File: src/rtl/phy_mdio_master_if.sv
`timescale 1ns/1ps
`default_nettype none
// ============================================================================
// Module      : phy_mdio_master_if
// Description : Command / response handshake bundle for phy_mdio_master.
// Revision    : 1.0 - initial release
// ============================================================================
interface phy_mdio_master_if;
    logic        cmd_valid;
    logic        cmd_ready;
    logic        cmd_write;
    logic [4:0]  cmd_phy_addr;
    logic [4:0]  cmd_reg_addr;
    logic [15:0] cmd_wdata;
    logic        rsp_valid;
    logic        rsp_ready;
    logic [15:0] rsp_rdata;
    logic        rsp_err;

    // master issues commands and accepts responses; slave is the MDIO engine
    modport master (
        output cmd_valid, cmd_write, cmd_phy_addr, cmd_reg_addr, cmd_wdata, rsp_ready,
        input  cmd_ready, rsp_valid, rsp_rdata, rsp_err
    );
    modport slave (
        input  cmd_valid, cmd_write, cmd_phy_addr, cmd_reg_addr, cmd_wdata, rsp_ready,
        output cmd_ready, rsp_valid, rsp_rdata, rsp_err
    );
endinterface
`default_nettype wire

File: src/rtl/phy_mdio_master.sv
`timescale 1ns/1ps
`default_nettype none
// ============================================================================
// Module      : phy_mdio_master
// Description : PHY hardware-reset sequencer plus Clause 22 MDIO master.
//               Optional macro MDIO_PREAMBLE_SUPPRESS_EN: preamble only on
//               the first frame after reset.
// Revision    : 1.0 - initial release
// ============================================================================
module phy_mdio_master #(
    parameter int MDC_DIV         = 50,
    parameter int RST_HOLD_CYCLES = 1250000,
    parameter int RST_WAIT_CYCLES = 6250
) (
    input  wire logic            sys_clk,
    input  wire logic            sys_rst,
    output logic                 mdio_rstn_out,
    output logic                 mdio_clk_out,
    output logic                 mdio_o,
    output logic                 mdio_t,
    input  wire logic            mdio_i,
    output logic                 phy_ready_out,
    phy_mdio_master_if.slave     bus
);
    typedef enum logic [2:0] {
        ST_RST_HOLD = 3'd0,
        ST_RST_WAIT = 3'd1,
        ST_IDLE     = 3'd2,
        ST_FRAME    = 3'd3,
        ST_GAP      = 3'd4,
        ST_RESP     = 3'd5
    } state_t;

    localparam int c_CNT_MAX = (RST_HOLD_CYCLES > RST_WAIT_CYCLES) ? RST_HOLD_CYCLES : RST_WAIT_CYCLES;
    localparam int c_CNT_W   = $clog2(c_CNT_MAX + 1);
    localparam int c_PH_W    = $clog2(MDC_DIV);
    localparam logic [c_CNT_W-1:0] c_HOLD_LAST = c_CNT_W'(RST_HOLD_CYCLES - 1);
    localparam logic [c_CNT_W-1:0] c_WAIT_LAST = c_CNT_W'(RST_WAIT_CYCLES - 1);
    localparam logic [c_PH_W-1:0]  c_PH_LAST   = c_PH_W'(MDC_DIV - 1);
    localparam logic [c_PH_W-1:0]  c_PH_HALF   = c_PH_W'(MDC_DIV / 2);
    localparam logic [5:0] c_BIT_TA1  = 6'd46;
    localparam logic [5:0] c_BIT_TA2  = 6'd47;
    localparam logic [5:0] c_BIT_DATA = 6'd48;
    localparam logic [5:0] c_BIT_LAST = 6'd63;

    state_t               r_state,     w_state;
    logic [c_CNT_W-1:0]   r_cnt,       w_cnt;
    logic [c_PH_W-1:0]    r_phase,     w_phase;
    logic [5:0]           r_bit,       w_bit;
    logic [63:0]          r_frame,     w_frame;
    logic                 r_is_read,   w_is_read;
    logic                 r_rstn,      w_rstn;
    logic                 r_mdc,       w_mdc;
    logic                 r_mdio_o,    w_mdio_o;
    logic                 r_mdio_t,    w_mdio_t;
    logic                 r_phy_ready, w_phy_ready;
    logic                 r_cmd_ready, w_cmd_ready;
    logic                 r_rsp_valid, w_rsp_valid;
    logic [15:0]          r_rdata,     w_rdata;
    logic                 r_err,       w_err;
    logic [63:0]          w_new_frame;
    logic [5:0]           w_start;

    // Frame image, MSB = first bit on the wire; read TA/DATA slots are released
    assign w_new_frame = {32'hFFFF_FFFF, 2'b01,
                          bus.cmd_write ? 2'b01 : 2'b10,
                          bus.cmd_phy_addr, bus.cmd_reg_addr,
                          bus.cmd_write ? 2'b10 : 2'b11,
                          bus.cmd_write ? bus.cmd_wdata : 16'hFFFF};

`ifdef MDIO_PREAMBLE_SUPPRESS_EN
    logic r_pre_sent;
    assign w_start = r_pre_sent ? 6'd32 : 6'd0;
    always_ff @(posedge sys_clk or posedge sys_rst) begin
        if (sys_rst)
            r_pre_sent <= 1'b0;
        else if (r_state == ST_IDLE && bus.cmd_valid && r_cmd_ready)
            r_pre_sent <= 1'b1;
    end
`else
    assign w_start = 6'd0;
`endif

    always_comb begin
        w_state     = r_state;
        w_cnt       = r_cnt;
        w_phase     = r_phase;
        w_bit       = r_bit;
        w_frame     = r_frame;
        w_is_read   = r_is_read;
        w_rstn      = r_rstn;
        w_mdc       = 1'b0;
        w_mdio_o    = 1'b1;
        w_mdio_t    = 1'b1;
        w_phy_ready = r_phy_ready;
        w_cmd_ready = 1'b0;
        w_rsp_valid = 1'b0;
        w_rdata     = r_rdata;
        w_err       = r_err;
        case (r_state)
            ST_RST_HOLD: begin
                if (r_cnt == c_HOLD_LAST) begin
                    w_cnt   = '0;
                    w_rstn  = 1'b1;
                    w_state = ST_RST_WAIT;
                end else begin
                    w_cnt = r_cnt + 1'b1;
                end
            end
            ST_RST_WAIT: begin
                if (r_cnt == c_WAIT_LAST) begin
                    w_cnt       = '0;
                    w_phy_ready = 1'b1;
                    w_cmd_ready = 1'b1;
                    w_state     = ST_IDLE;
                end else begin
                    w_cnt = r_cnt + 1'b1;
                end
            end
            ST_IDLE: begin
                w_cmd_ready = 1'b1;
                if (bus.cmd_valid && r_cmd_ready) begin
                    w_cmd_ready = 1'b0;
                    w_frame     = w_new_frame;
                    w_is_read   = ~bus.cmd_write;
                    w_bit       = w_start;
                    w_phase     = '0;
                    w_mdio_o    = w_new_frame[~w_start];
                    w_mdio_t    = 1'b0;
                    w_rdata     = '0;
                    w_err       = 1'b0;
                    w_state     = ST_FRAME;
                end
            end
            ST_FRAME: begin
                w_mdio_o = r_mdio_o;
                w_mdio_t = r_mdio_t;
                w_phase  = (r_phase == c_PH_LAST) ? '0 : r_phase + 1'b1;
                w_mdc    = (w_phase >= c_PH_HALF);
                // Sample on the first MDC-high cycle of each bit
                if (r_is_read && r_phase == c_PH_HALF) begin
                    if (r_bit == c_BIT_TA2)
                        w_err = mdio_i;
                    if (r_bit >= c_BIT_DATA)
                        w_rdata = {r_rdata[14:0], mdio_i};
                end
                if (r_phase == c_PH_LAST) begin
                    if (r_bit == c_BIT_LAST) begin
                        w_mdio_o = 1'b1;
                        w_mdio_t = 1'b1;
                        w_state  = ST_GAP;
                    end else begin
                        w_bit    = r_bit + 6'd1;
                        w_mdio_o = r_frame[~w_bit];
                        w_mdio_t = r_is_read && (w_bit >= c_BIT_TA1);
                    end
                end
            end
            ST_GAP: begin
                w_phase = (r_phase == c_PH_LAST) ? '0 : r_phase + 1'b1;
                w_mdc   = (w_phase >= c_PH_HALF);
                if (r_phase == c_PH_LAST) begin
                    w_rsp_valid = 1'b1;
                    w_state     = ST_RESP;
                end
            end
            ST_RESP: begin
                w_rsp_valid = ~bus.rsp_ready;
                if (bus.rsp_ready) begin
                    w_cmd_ready = 1'b1;
                    w_state     = ST_IDLE;
                end
            end
            default: w_state = ST_RST_HOLD;
        endcase
    end

    always_ff @(posedge sys_clk or posedge sys_rst) begin
        if (sys_rst) begin
            r_state     <= ST_RST_HOLD;
            r_cnt       <= '0;
            r_phase     <= '0;
            r_bit       <= '0;
            r_frame     <= '0;
            r_is_read   <= 1'b0;
            r_rstn      <= 1'b0;
            r_mdc       <= 1'b0;
            r_mdio_o    <= 1'b1;
            r_mdio_t    <= 1'b1;
            r_phy_ready <= 1'b0;
            r_cmd_ready <= 1'b0;
            r_rsp_valid <= 1'b0;
            r_rdata     <= '0;
            r_err       <= 1'b0;
        end else begin
            r_state     <= w_state;
            r_cnt       <= w_cnt;
            r_phase     <= w_phase;
            r_bit       <= w_bit;
            r_frame     <= w_frame;
            r_is_read   <= w_is_read;
            r_rstn      <= w_rstn;
            r_mdc       <= w_mdc;
            r_mdio_o    <= w_mdio_o;
            r_mdio_t    <= w_mdio_t;
            r_phy_ready <= w_phy_ready;
            r_cmd_ready <= w_cmd_ready;
            r_rsp_valid <= w_rsp_valid;
            r_rdata     <= w_rdata;
            r_err       <= w_err;
        end
    end

    assign mdio_rstn_out = r_rstn;
    assign mdio_clk_out  = r_mdc;
    assign mdio_o        = r_mdio_o;
    assign mdio_t        = r_mdio_t;
    assign phy_ready_out = r_phy_ready;
    assign bus.cmd_ready = r_cmd_ready;
    assign bus.rsp_valid = r_rsp_valid;
    assign bus.rsp_rdata = r_rdata;
    assign bus.rsp_err   = r_err;
endmodule
`default_nettype wire

File: src/flat_wrapper.sv
// flat-port wrapper written by rule: the top's interface ports become plain ports
module phy_mdio_master_flat 
#(
    parameter int MDC_DIV         = 50,
    parameter int RST_HOLD_CYCLES = 1250000,
    parameter int RST_WAIT_CYCLES = 6250
)
  (sys_clk, sys_rst, mdio_rstn_out, mdio_clk_out, mdio_o, mdio_t, mdio_i, phy_ready_out, bus_cmd_valid, bus_cmd_write, bus_cmd_phy_addr, bus_cmd_reg_addr, bus_cmd_wdata, bus_rsp_ready, bus_cmd_ready, bus_rsp_valid, bus_rsp_rdata, bus_rsp_err);
  phy_mdio_master_if bus_i ();
  input  wire logic sys_clk;
  input  wire logic sys_rst;
  output logic mdio_rstn_out;
  output logic mdio_clk_out;
  output logic mdio_o;
  output logic mdio_t;
  input  wire logic mdio_i;
  output logic phy_ready_out;
  input wire logic [$bits(bus_i.cmd_valid)-1:0] bus_cmd_valid;
  input wire logic [$bits(bus_i.cmd_write)-1:0] bus_cmd_write;
  input wire logic [$bits(bus_i.cmd_phy_addr)-1:0] bus_cmd_phy_addr;
  input wire logic [$bits(bus_i.cmd_reg_addr)-1:0] bus_cmd_reg_addr;
  input wire logic [$bits(bus_i.cmd_wdata)-1:0] bus_cmd_wdata;
  input wire logic [$bits(bus_i.rsp_ready)-1:0] bus_rsp_ready;
  output wire logic [$bits(bus_i.cmd_ready)-1:0] bus_cmd_ready;
  output wire logic [$bits(bus_i.rsp_valid)-1:0] bus_rsp_valid;
  output wire logic [$bits(bus_i.rsp_rdata)-1:0] bus_rsp_rdata;
  output wire logic [$bits(bus_i.rsp_err)-1:0] bus_rsp_err;
  assign bus_i.cmd_valid = bus_cmd_valid;
  assign bus_i.cmd_write = bus_cmd_write;
  assign bus_i.cmd_phy_addr = bus_cmd_phy_addr;
  assign bus_i.cmd_reg_addr = bus_cmd_reg_addr;
  assign bus_i.cmd_wdata = bus_cmd_wdata;
  assign bus_i.rsp_ready = bus_rsp_ready;
  assign bus_cmd_ready = bus_i.cmd_ready;
  assign bus_rsp_valid = bus_i.rsp_valid;
  assign bus_rsp_rdata = bus_i.rsp_rdata;
  assign bus_rsp_err = bus_i.rsp_err;
  phy_mdio_master #(.MDC_DIV(MDC_DIV), .RST_HOLD_CYCLES(RST_HOLD_CYCLES), .RST_WAIT_CYCLES(RST_WAIT_CYCLES)) u_core (.sys_clk(sys_clk), .sys_rst(sys_rst), .mdio_rstn_out(mdio_rstn_out), .mdio_clk_out(mdio_clk_out), .mdio_o(mdio_o), .mdio_t(mdio_t), .mdio_i(mdio_i), .phy_ready_out(phy_ready_out), .bus(bus_i));
endmodule
File: config.mk
export PLATFORM = sky130hd
export DESIGN_NAME = phy_mdio_master_flat
export DESIGN_NICKNAME = d
export VERILOG_FILES = /design/src/rtl/phy_mdio_master_if.sv /design/src/rtl/phy_mdio_master.sv /design/src/flat_wrapper.sv
export SDC_FILE = /design/constraint.sdc
export NUM_CORES = 1
export LEC_CHECK = 0
export ABC_AREA = 1
export CAP_MARGIN = 0
export CORE_ASPECT_RATIO = 0.7
export CORE_MARGIN = 5
export CORE_UTILIZATION = 51
export DETAILED_ROUTE_END_ITERATION = 8
export GPL_ROUTABILITY_DRIVEN = 0
export GPL_TIMING_DRIVEN = 0
export PLACE_DENSITY = 0.77
export RECOVER_POWER = 100
export SLEW_MARGIN = 20
export SYNTH_ARGS = -nofsm -noshare
export SYNTH_HDL_FRONTEND = slang
export SYNTH_SLANG_ARGS = --single-unit
File: constraint.sdc
create_clock -name sys_clk -period 2.6 [get_ports sys_clk]
set_input_delay 0.52 -clock sys_clk [delete_from_list [all_inputs] [get_ports sys_clk]]
set_output_delay 0.52 -clock sys_clk [all_outputs]
set_load 0.05 [all_outputs]
==> results_dict.tcl, run 1 <==
set metrics [dict create \
    hold_class "reg2reg" \
    h-tree-depth 3 \
    grt_start_max_net_pins 34 \
    rsz0062_at_grt "false" \
    drc 0 \
    vias 4269 \
    crit_fanout 2 \
    area_delta_synth_final_pct 18.17 \
    ant_nets 0 \
    hp-start "u_core.phy_ready_out" \
    fin_tns_setup_ns 0 \
    layout_common_cells "nand2_1 (143), dfrtp_1 (87), inv_1 (81)" \
    cts_tree "yes" \
    synth_edf_count 0 \
    drt_wl_total_um 11780 \
    cts.clk_slew.worst_paths_ns 0.06 \
    fin_nets 704 \
    syn_area_per_cell_sq_um 8.107 \
    worstSetupPathType "reg2out" \
    hold_depth 2 \
    r2r_slack_ns 0.40 \
    status "finished clean" \
    period_share_pct 87.91 \
    max_cap_violations 0 \
    ioPinCount 56 \
    critPathMaxStageDelay_ns 0.88 \
    tightest_slew_ns 0.8205 \
    yosys_warnings 0 \
    power.density_mw_per_mm2 488.4 \
    final_cell_area_sq_mm 0.005719 \
    cts_buffers 9 \
    hold_viol_final 0 \
    cp-start-kind "flop" \
    drive_above_1_share_pct 7.750 \
    clk_path_buf_depth 2 \
    viasPerCell 5.370 \
    whs_endpoint "u_core.phy_ready_out" \
    die_x_um 126.4 \
    critPathSlowestCell "dlygate4sd3_1" \
    dpl_cell_area_sq_mm 0.005617 \
    crit_chain "dlygate4sd3_1" \
    ys_seq_area_share_pct 46.07 \
    grt_pass1_wl_um 19670 \
    die_h_um 91.50 \
    synthAdderAreaFrac_pct 1.551 \
    placementRows 29 \
    synthCells 597 \
    cts_sinks 89 \
    cp-end-kind "output port" \
    core-area_sq_mm 0.009144 \
    yosys_most_used_dff "dfrtp_1" \
    synth_xor_xnor_area_share_pct 2.715 \
    ir_drop_mv 0.2979 \
    fmax_ghz 0.4375 \
    drt_iter0_drc 460 \
    cp.depth 1 \
    critPathBufInv 1 \
    clock_latency_ns 0.34 \
    routedWlPerCell_um 14.82 \
    postCtsSetupBuffers 0 \
    grt_pass1_vias 3992 \
    synth_top_family_by_area "simple AND/OR/NAND/NOR gates" \
    fin_worst_skew_ns 0.003843 \
    synth_nets 635 \
    rr_worst_depth 10 \
    crit_family "buffers and inverters" \
    final_common_cell "nand2_1" \
    start_util_pct 52.93 \
    worstPathRequired_ns 2.08 \
    p_leak_uw 0.002885 \
    port_buffers 55 \
    nFillCells 842 \
    dp_hpwl_um 8696 \
    slew_headroom_pct 45.30 \
    die_area_sq_mm 0.01157 \
    root_buffer "clkbuf_16" \
    synth-compound-area-share_pct 10.88 \
    hold_ws_ns 0.4742 \
    reg2reg_to "u_core.mdio_o" \
    antenna_cells 0 \
    synth_area_sq_mm 0.004840 \
    period_needed_ns 2.286 \
    postSynth.asyncResetShare_pct 100.0 \
    muxShareOfSynthArea_pct 0 \
    ys_seq_elements 89 \
    synthDistinctLibCells 42 \
    r2r_start "u_core.r_bit[1]" \
    grt_overflow 0 \
    antenna_found_initial 0 \
    drt-pass1-iter-count 5 \
    finalMaxSlewViolations 0 \
    setup_viol 0 \
    cts_resized 0 \
    postCtsHoldBufs 0 \
    final_util_pct 62.55 \
    worstPathArrival_ns 1.77 \
    grt_usage_pct 20.92 \
    yosys.area_share.simple_pct 29.65 \
]
==> kinds of logic (layout without fill, tap and decap cells) <==
group / Yosys count / count (layout)
compound gates: 80 / 80
flops: 89 / 89
buf+inv: 103 / 177
simple gates: 304 / 304
fa+ha+maj: 6 / 6
xor+xnor: 15 / 15
==> per-stage QoR <==
step	total power [uW]	setup WS, ns	cells
6_report	2794	0.3144	795
4_1_cts	2820	0.3706	795
5_1_grt	2893	0.1874	795
3_5_place_dp	1502	0.5574	779
3_3_place_gp	1489	0.06022	776
2_1_floorplan	1431	1.046	597
==> report_power, final <==
group | switching (uW) | total (uW) | internal [uW]
Clock | 528 | 1320 | 795
Sequential | 0 | 1380 | 1380
Combinational | 37.3 | 85.3 | 48.0
==> cells in the mapped netlist, types with 2 or more instances <==
cell type / number / share of area, %
inv_1: 78 / 6.0
o21ai_0: 25 / 2.6
o21ai_2: 16 / 2.9
o32ai_1: 2 / 0.36
xor2_1: 14 / 2.5
nand3_1: 57 / 5.9
dfstp_2: 2 / 1.1
buf_2: 8 / 0.83
a31oi_1: 2 / 0.26
a21oi_1: 22 / 2.3
nand3_4: 2 / 0.72
nor2_2: 4 / 0.52
nand3_2: 3 / 0.62
inv_2: 8 / 0.62
nand3b_1: 2 / 0.31
nand2_1: 139 / 11
o21ai_1: 4 / 0.41
dfrtp_1: 87 / 45
nor3_1: 5 / 0.52
nor2_4: 3 / 0.70
nor2_1: 56 / 4.3
nand2_2: 6 / 0.78
buf_6: 5 / 1.2
buf_4: 2 / 0.31
o22ai_1: 3 / 0.39
or2_2: 3 / 0.39
ha_1: 6 / 1.6
nand4_1: 19 / 2.5
==> area by class of cell <==
| class | count | area [sq um] | share of cell area [%] |
|---|---|---|---|
| tap | 124 | 155.1 | 2.713 |
| clock buffer | 13 | 260.3 | 4.550 |
| sequential | 89 | 2230 | 38.98 |
| clock inverter | 3 | 40.04 | 0.7001 |
| multi-input combinational | 405 | 2026 | 35.42 |
| buffer | 16 | 77.57 | 1.356 |
| inverter | 87 | 327.8 | 5.732 |
| timing repair buffer | 58 | 603.1 | 10.54 |
==> sequential cells by signal, summed over array words and instances, names as in the netlist <==
signal and flops:
u_core.r_frame 29, u_core.r_cnt 21, u_core.bus.rsp_rdata 16, u_core.r_bit 6, u_core.r_phase 6, u_core.r_state 3, u_core.bus.cmd_ready 1, u_core.bus.rsp_err 1
u_core.bus.rsp_valid 1, u_core.mdio_clk_out 1, u_core.mdio_o 1, u_core.mdio_rstn_out 1, u_core.mdio_t 1, u_core.phy_ready_out 1
==> layer usage <==
metal / vias to the layer above / routed length (um) / global-route usage [%]
met2: 181 / 5066 / 29.84
met3: 20 / 942 / 6.276
met5: - / 0 / 0
met1: 2012 / 5638 / 31.14
li1: 2056 / - / -
met4: 0 / 134 / 5.089
==> how the worst max path moves through the flow <==
| stage | slack (ns) | start | endpoint |
|---|---|---|---|
| after floorplan | 1.05 | sys_rst | u_core.bus.cmd_ready |
| after global placement | 0.06 | sys_rst | u_core.bus.rsp_rdata[4] |
| after detailed placement | 0.56 | bus_cmd_valid | u_core.r_phase[2] |
| after CTS | 0.37 | u_core.mdio_t | mdio_t |
| after global routing | 0.19 | u_core.r_bit[1] | u_core.mdio_o |
| final | 0.31 | u_core.mdio_t | mdio_t |
No activity file was read; power rests on OpenSTA's default activity.
==> run 2: changes to the inputs <==
SLEW_MARGIN = 25   (was 20)
==> run 2 against run 1 <==
  * First-iteration DRC count is 2.6% higher
  * Hold slack got worse by 0.0055 ns
  * Non-clock buffer count unchanged
  * Combinational power shrank 2.9%
  * Via count grew 0.63%
  * Largest cell class unchanged
  * Register-to-register slack worse by 0.05 ns
  * Setup slack worse by 0.0075 ns
  * Maximum frequency decreased by 0.33%
  * Clock power up 9.8%
  * Wire length increased by 0.53%
==> results_dict.tcl, run 2 (same netlist as run 1, synthesis figures left out) <==
set metrics [dict create \
    grt_start_max_net_pins 32 \
    power_frac_seq_pct 47.5 \
    cts.clk_slew.worst_paths_ns 0.06 \
    p_sw_share_pct 19.33 \
    ioPinCount 56 \
    final_cell_area_sq_mm 0.005742 \
    crit_chain "dlygate4sd3_1" \
    ff_latch_area_sq_mm 0.002230 \
    hold_depth 2 \
    clock_latency_ns 0.34 \
    status "finished clean" \
    cp.depth 1 \
    internal-power_uw 2353 \
    tightest_slew_ns 0.7681 \
    crit_family "buffers and inverters" \
    antenna_found_initial 0 \
    drt_iter0_drc 472 \
    vias 4296 \
    p_sw_uw 563.7 \
    worstSetupPathType "reg2out" \
    max_cap_violations 0 \
    ir_drop_mv 0.3858 \
    cp-end-kind "output port" \
    drc 0 \
    antenna_cells 0 \
    grt_pass1_vias 4052 \
    die_h_um 91.50 \
    rr_worst_depth 11 \
    grt_usage_pct 20.84 \
    cp-start-kind "flop" \
    worstPathRequired_ns 2.08 \
    drt_wl_total_um 11850 \
    finalMaxSlewViolations 0 \
    share_comb_of_total_power_pct 2.8 \
    ant_nets 0 \
    area_delta_synth_final_pct 18.64 \
    fmax_ghz 0.4361 \
    hold_viol_final 0 \
    p_leak_uw 0.002899 \
    worstPathArrival_ns 1.77 \
    fin_worst_skew_ns 0.004010 \
    placementRows 29 \
    start_util_pct 52.93 \
    largest_register_ffs 29 \
    die_area_sq_mm 0.01157 \
    layout_common_cells "nand2_1 (143), dfrtp_1 (87), inv_1 (82)" \
    final_common_cell "nand2_1" \
    routedWlPerCell_um 14.90 \
    hold_class "reg2reg" \
    slew_headroom_pct 48.80 \
    finalWorstSetupSlack_ns 0.3070 \
    cts_resized 0 \
    postCtsSetupBuffers 0 \
    die_x_um 126.4 \
    regMostFlops "u_core.r_frame" \
    viasPerCell 5.404 \
    port_buffers 55 \
    setup_viol 0 \
    dpl_worst_slack_ns 0.5571 \
    period_needed_ns 2.293 \
    fin_tns_setup_ns 0 \
    nFillCells 831 \
    fin_nets 704 \
    crit_fanout 2 \
    h-tree-depth 3 \
    multi_input_area_sq_mm 0.002022 \
    critPathMaxStageDelay_ns 0.88 \
    grt_pass1_wl_um 19640 \
    grt_overflow 0 \
    critPathBufInv 1 \
    hold_ws_ns 0.4687 \
    dpl_cell_area_sq_mm 0.005617 \
    postCtsHoldBufs 0 \
    root_buffer "clkbuf_16" \
    cts_sinks 89 \
    dp_hpwl_um 8728 \
    drive_above_1_share_pct 7.750 \
    cts_tree "yes" \
    power.density_mw_per_mm2 507.9 \
    core-area_sq_mm 0.009144 \
    period_share_pct 88.19 \
    rsz0062_at_grt "false" \
    clk_path_buf_depth 2 \
    cts_buffers 9 \
    critPathSlowestCell "dlygate4sd3_1" \
    power.share.clock_pct 49.7 \
    drt-pass1-iter-count 5 \
]
==> run 2: area by class of cell <==
class                   count  area share [%]
clock buffers              14           4.772
flip-flops and latches     89           38.83
plain buffers              16           1.482
repair buffers             58           10.24
clock inverters             2           1.046
well taps                 124           2.702
inverters                  87           5.709
multi-input cells         405           35.21
==> run 2: metrics by stage <==
stage | std cells | utilization (%) | total power [uW]
after global routing | 795 | 62.79 | 3015
after floorplan | 597 | - | 1431
after CTS | 795 | 65.08 | 2950
after global placement | 776 | 60.69 | 1489
after detailed placement | 779 | 61.43 | 1502
final | 795 | 62.79 | 2916
==> run 2: power by group through the flow <==
stage          Sequential [uW]  Combinational, uW  Clock, uW
6_report                  1380               82.8       1450
5_1_grt                   1380               91.9       1540
4_1_cts                   1380               92.7       1470
3_5_place_dp              1410               91.9          0
3_3_place_gp              1410               78.2          0
2_1_floorplan             1410               20.8          0
==> run 2: path summary, 6_finish.rpt <==
path	start	end	slack [ns]
max	u_core.mdio_t	mdio_t	0.31
min	u_core.phy_ready_out	u_core.phy_ready_out	0.47
max reg2reg	u_core.r_cnt[0]	u_core.r_cnt[20]	0.35
min reg2reg	u_core.phy_ready_out	u_core.phy_ready_out	0.47
max in group asynchronous	sys_rst	u_core.r_phase[2]	0.82
min in group asynchronous	sys_rst	u_core.r_frame[27]	0.66
==> run 2: layer usage <==
layer  routed length (um)  global-route usage [%]  vias to the layer above  part of all wire (%)
met5                    0                       0                        -                     0
met4                  174                   4.821                        0                   1.5
met3                  912                   6.452                       21                   7.7
met2                 5130                   29.97                      183                    43
met1                 5628                   30.76                     2032                    48
li1                     -                       -                     2060                     -
